--- config.mk ---
export PLATFORM = sky130hd
export DESIGN_NAME = lcd_timing_gen
export DESIGN_NICKNAME = d
export VERILOG_FILES = /design/src/rtl/lcd_timing_gen.sv
export SDC_FILE = /design/constraint.sdc
export NUM_CORES = 1
export LEC_CHECK = 0
export ABC_AREA = 1
export CAP_MARGIN = 30
export CORE_MARGIN = 3
export CORE_UTILIZATION = 55
export DETAILED_ROUTE_END_ITERATION = 6
export PLACE_DENSITY_LB_ADDON = 0.12
export SLEW_MARGIN = 20
export SYNTH_ARGS = -nofsm -noshare
export SYNTH_HDL_FRONTEND = slang
export SYNTH_SLANG_ARGS = --single-unit
--- constraint.sdc ---
create_clock -name CLOCK_50 -period 5.2 [get_ports CLOCK_50]
set_clock_uncertainty 0.2 [all_clocks]
set_input_delay 0.78 -clock CLOCK_50 [delete_from_list [all_inputs] [get_ports CLOCK_50]]
set_output_delay 0.78 -clock CLOCK_50 [all_outputs]
set_load 0.005 [all_outputs]
--- src/rtl/lcd_timing_gen.sv ---
// rtl/lcd_timing_gen.sv - parametrised HD/VD/DEN timing generator with pixel-enable divider
// Optional colour-bar test pattern on R/G/B when LCD_TPG_EN is defined.
module lcd_timing_gen #(
  parameter int H_ACT    = 800,
  parameter int H_BP     = 216,
  parameter int H_TOTAL  = 1056,
  parameter int H_SYNC   = 1,
  parameter int V_ACT    = 480,
  parameter int V_BP     = 35,
  parameter int V_TOTAL  = 525,
  parameter int V_SYNC   = 1,
  parameter int CLK_DIV  = 2,
  parameter int SYNC_POL = 0
) (
  input  logic CLOCK_50,
  input  logic GREST,
  input  logic restart,
  output logic pix_en,
  output logic HD,
  output logic VD,
  output logic DEN,
  output logic [((H_ACT > 1) ? $clog2(H_ACT) : 1)-1:0] columna,
  output logic [((V_ACT > 1) ? $clog2(V_ACT) : 1)-1:0] fila,
  output logic line_start,
  output logic frame_start
`ifdef LCD_TPG_EN
  ,
  output logic [7:0] R,
  output logic [7:0] G,
  output logic [7:0] B
`endif
);

  localparam int CW = (H_ACT > 1) ? $clog2(H_ACT) : 1;
  localparam int RW = (V_ACT > 1) ? $clog2(V_ACT) : 1;
  localparam int HW = $clog2(H_TOTAL + 1);
  localparam int VW = $clog2(V_TOTAL + 1);
  localparam int DW = (CLK_DIV > 1) ? $clog2(CLK_DIV) : 1;

  localparam logic [HW-1:0] H_LAST   = HW'(H_TOTAL - 1);
  localparam logic [HW-1:0] H_SYNC_L = HW'(H_SYNC);
  localparam logic [HW-1:0] H_BP_L   = HW'(H_BP);
  localparam logic [HW-1:0] H_END_L  = HW'(H_BP + H_ACT);
  localparam logic [VW-1:0] V_LAST   = VW'(V_TOTAL - 1);
  localparam logic [VW-1:0] V_SYNC_L = VW'(V_SYNC);
  localparam logic [VW-1:0] V_BP_L   = VW'(V_BP);
  localparam logic [VW-1:0] V_END_L  = VW'(V_BP + V_ACT);
  localparam logic [DW-1:0] DIV_LAST = DW'(CLK_DIV - 1);
  localparam logic          POL      = (SYNC_POL != 0);

  generate
    if ((H_BP + H_ACT > H_TOTAL) || (V_BP + V_ACT > V_TOTAL)) begin : g_bad_cfg
      $error("lcd_timing_gen: visible window does not fit inside the total line/frame");
    end
  endgenerate

  logic [DW-1:0] r_div;
  logic [DW-1:0] w_div_nxt;
  logic [HW-1:0] r_h;
  logic [VW-1:0] r_v;
  logic [HW-1:0] w_h;
  logic [VW-1:0] w_v;
  logic [HW-1:0] w_h_nxt;
  logic [VW-1:0] w_v_nxt;
  logic          w_hvis;
  logic          w_vvis;
  logic [CW-1:0] w_col;
  logic [RW-1:0] w_row;

  assign w_div_nxt = (r_div == DIV_LAST) ? '0 : r_div + DW'(1);

  // A restart strobe makes this pixel (0,0) and lets the counters continue from there.
  assign w_h = restart ? '0 : r_h;
  assign w_v = restart ? '0 : r_v;

  assign w_h_nxt = (w_h == H_LAST) ? '0 : w_h + HW'(1);
  assign w_v_nxt = (w_h != H_LAST) ? w_v :
                   ((w_v == V_LAST) ? '0 : w_v + VW'(1));

  assign w_hvis = (w_h >= H_BP_L) && (w_h < H_END_L);
  assign w_vvis = (w_v >= V_BP_L) && (w_v < V_END_L);
  assign w_col  = CW'(w_h - H_BP_L);
  assign w_row  = RW'(w_v - V_BP_L);

  always_ff @(posedge CLOCK_50 or negedge GREST) begin
    if (!GREST) begin
      r_div       <= '0;
      pix_en      <= 1'b0;
      r_h         <= '0;
      r_v         <= '0;
      HD          <= ~POL;
      VD          <= ~POL;
      DEN         <= 1'b0;
      columna     <= '0;
      fila        <= '0;
      line_start  <= 1'b0;
      frame_start <= 1'b0;
    end else begin
      r_div       <= w_div_nxt;
      pix_en      <= (w_div_nxt == DIV_LAST);
      line_start  <= pix_en && (w_h == '0);
      frame_start <= pix_en && (w_h == '0) && (w_v == '0);
      if (pix_en) begin
        r_h     <= w_h_nxt;
        r_v     <= w_v_nxt;
        HD      <= (w_h < H_SYNC_L) ? POL : ~POL;
        VD      <= (w_v < V_SYNC_L) ? POL : ~POL;
        DEN     <= w_hvis && w_vvis;
        columna <= w_hvis ? w_col : '0;
        fila    <= w_vvis ? w_row : '0;
      end
    end
  end

`ifdef LCD_TPG_EN
  localparam int BAR_W = (H_ACT >= 8) ? (H_ACT / 8) : 1;

  logic [31:0] w_barq;
  logic [2:0]  w_bar;

  assign w_barq = 32'(w_col) / 32'(BAR_W);
  assign w_bar  = (w_barq > 32'd7) ? 3'd7 : w_barq[2:0];

  // Bar order white..black maps each colour channel onto one inverted bit of the bar index.
  always_ff @(posedge CLOCK_50 or negedge GREST) begin
    if (!GREST) begin
      R <= '0;
      G <= '0;
      B <= '0;
    end else if (pix_en) begin
      if (w_hvis && w_vvis) begin
        R <= {8{~w_bar[1]}};
        G <= {8{~w_bar[2]}};
        B <= {8{~w_bar[0]}};
      end else begin
        R <= '0;
        G <= '0;
        B <= '0;
      end
    end
  end
`endif

endmodule
==> metrics.csv <==
metric,value,unit
clk_lat worst skew,310,ps
Crit. End Element,flip-flop,
final net count,453,
sw frac,25.8,%
CP Launch Type,primary input,
# setup viols final,0,
predominant post-synthesis flop cell,dfrtp_1,
Area contributors post-synth,"dfrtp_1 37%, nand2_1 17%, nand3_1 6.6%, inv_1 5.2%, nor2_1 4.9%",
Commonest cells post-synth,"137 x nand2_1, 44 x dfrtp_1, 41 x inv_1",
Power per Cell Area,188,mW/mm²
final hold vios,0,
TritonCTS Sinks,46,
Tot GR Track Use,24.0,%
Synth cell types,37,
area grow syn2layout,13.9,%
leading area contributor after synthesis,dfrtp_1,
die height,79.5,µm
hold_ws,207,ps
top-area cell type share of the netlist area,37.1,%
syn_area_per_cell,7.14,µm²
fin crit period,3290,ps
critical path depth,12,
Clock Power Share,36.5,%
RSZ-0062 raised after global routing,no,
starting density of the core,57.5,%
first-pass GRT wire length,12100,µm
Post-route DRC,0,
"FF+latch count, synth",46,
row count,26,
Syn Nets,426,
yosys warns,0,
global route overflow,0,
outcome,finished clean,
placed wire-length estimate,5120,µm
antenna violations before repair,0,
die area,0.00632,mm²
Worst Reg2Reg Path Length in Cells,10,
Lkg Pwr,1.78,nW
"Seq/Total Area, Yosys",38.8,%
Post-CTS Repair Setup Buffers,0,
MaxCap Viol Count,0,
CTS root buf,clkbuf_8,
Final Cycle Share,63.3,%
ys async rst share,100,%
post-cts resize count,0,
Post-DRT Antenna Nets,0,
Rel. slew slack,63.0,%
Hold Path Class,in -> async,
FMAX,0.304,GHz
number of global-route vias before repair,2500,
drt pass-1 iters,5,
Post-CTS Hold Fix Bufs,0,
Via Count,2776,
Post-synth EDFFs,0,
worst vdd ir,0.000142,V
CP max stage cell,clkdlybuf4s50_1,
drt wl/cell,13.5,µm
Clock Tree Buf Depth,2,
delay of the slowest critical-path stage,690,ps
Setup TNS,0,ps
Port Buffers,27,
crit path cell chain,"clkdlybuf4s50_1, inv_8, nand2_2, inv_1, ha_1, inv_1, nor3_1, nand3_1, nor2_1, nand2_1, nand3_1, o21ai_1",
share of power burned in registers,57.4,%
post-synthesis cell area,0.00297,mm²
core outline area,0.00517,mm²
"critical path fanouts, max",21,
crit path DAT,3280,ps
"Buf+Inv Stages, Crit Path",4,
WL final,6940,µm
Logic pwr share,6.1,%
largest net degree at the start of global routing,31,
Net Switching,0.165,mW
layout cells sized above 1,10.6,%
fin. max-slew vios,0,
number of vias per cell,5.40,
Die X-Extent,79.5,µm
family with the most delay on the worst path,buffers and inverters,
antenna cells,0,
Least-Margin Pin Slew,554,ps
CTS tree,yes,
Inserted Clock Buffers,5,
most instantiated library cell after synthesis,nand2_1,
Setup CP Type,in -> reg,
DR iter-0 viols,180,
CP required,5190,ps
# fillers,458,
Worst-path clk slew,100,ps
I/O pin count,28,
routability cong.,0.978,
# H-tree levels,2,
Syn Inst Count,416,
internal power,0.473,mW
## logic make-up (layout without fill, tap and decap cells)
logic type | Yosys count | after routing | synth area share, %
DFF | 46 | 46 | 38.8
adders and majority gates | 7 | 7 | 2.95
buffers and inverters | 57 | 85 | 8.63
and+or+nand+nor | 260 | 260 | 40.3
xor gates and xnor gates | 6 | 6 | 1.77
AOI/OAI and AO/OA | 40 | 40 | 7.58
## area by class of cell
cell class / instances / area [µm²] / area share, %
clock buffer: 5 / 68.8 / 2.03
clock inverter: 3 / 25.0 / 0.740
inverter: 47 / 186 / 5.51
multi-input combinational: 313 / 1560 / 46.2
sequential: 46 / 1150 / 34.1
tap: 70 / 87.6 / 2.59
timing repair buffer: 30 / 300 / 8.88
## cells in the final DEF (no fill, tap or decap), types with 3 or more instances in the layout
| cell | n |
|---|---|
| inv_2 | 3 |
| dfrtp_1 | 44 |
| xor2_1 | 5 |
| ha_1 | 7 |
| nand2_1 | 137 |
| nand4_1 | 9 |
| nand2_4 | 7 |
| inv_1 | 41 |
| nor2_1 | 39 |
| clkdlybuf4s50_1 | 26 |
| o22ai_1 | 4 |
| o21ai_0 | 22 |
| nor3_1 | 9 |
| clkbuf_8 | 5 |
| a21oi_1 | 6 |
| nand2_2 | 10 |
| nand3_1 | 39 |
| nor2_2 | 4 |
## flip-flops by register name, summed over array words and instances (netlist names)
name and flops:
r_div 1, DEN 1, fila 9, frame_start 1, HD 1, line_start 1
r_v 10, r_h 11, columna 10, VD 1
## power groups by stage
stage / logic [mW] / clock network, mW / registers (mW)
floorplan: 0.0238 / 0 / 0.372
global placement: 0.0370 / 0 / 0.373
detailed placement: 0.0392 / 0 / 0.372
CTS: 0.0391 / 0.238 / 0.366
global route: 0.0447 / 0.257 / 0.366
finish: 0.0389 / 0.233 / 0.366
## layer usage
metal	global-route usage, %	routed length (µm)	vias up	share of wire (%)
li1	-	-	1383	-
met1	37.8	3500	1290	50
met2	33.2	2870	98	41
met3	4.85	514	5	7.4
met4	5.84	51	0	0.74
met5	0	0	-	0
## path summary, 6_finish.rpt
| check | startpoint | slack (ps) | to |
|---|---|---|---|
| min in group CLOCK_50 | fila[0] | 280 | fila[0] |
| worst min register to register | fila[0] | 280 | fila[0] |
| worst max register to register | r_h[0] | 2950 | r_v[9] |
| worst max-delay path | restart | 1910 | r_v[6] |
| worst min-delay path | GREST | 210 | r_h[8] |
| max in group asynchronous | GREST | 4020 | VD |
## metrics by stage
step | worst slack (ps) | power, mW | instances | utilization (%) | instance area (µm²)
global placement | 1630 | 0.410 | 505 | 63.2 | 3270
floorplan | 2630 | 0.396 | 416 | - | 2970
finish | 1910 | 0.637 | 514 | 65.4 | 3380
CTS | 1950 | 0.643 | 514 | 65.4 | 3380
global route | 1710 | 0.668 | 514 | 65.4 | 3380
detailed placement | 1630 | 0.412 | 506 | 63.6 | 3290
(Power assumes the default switching activity.)
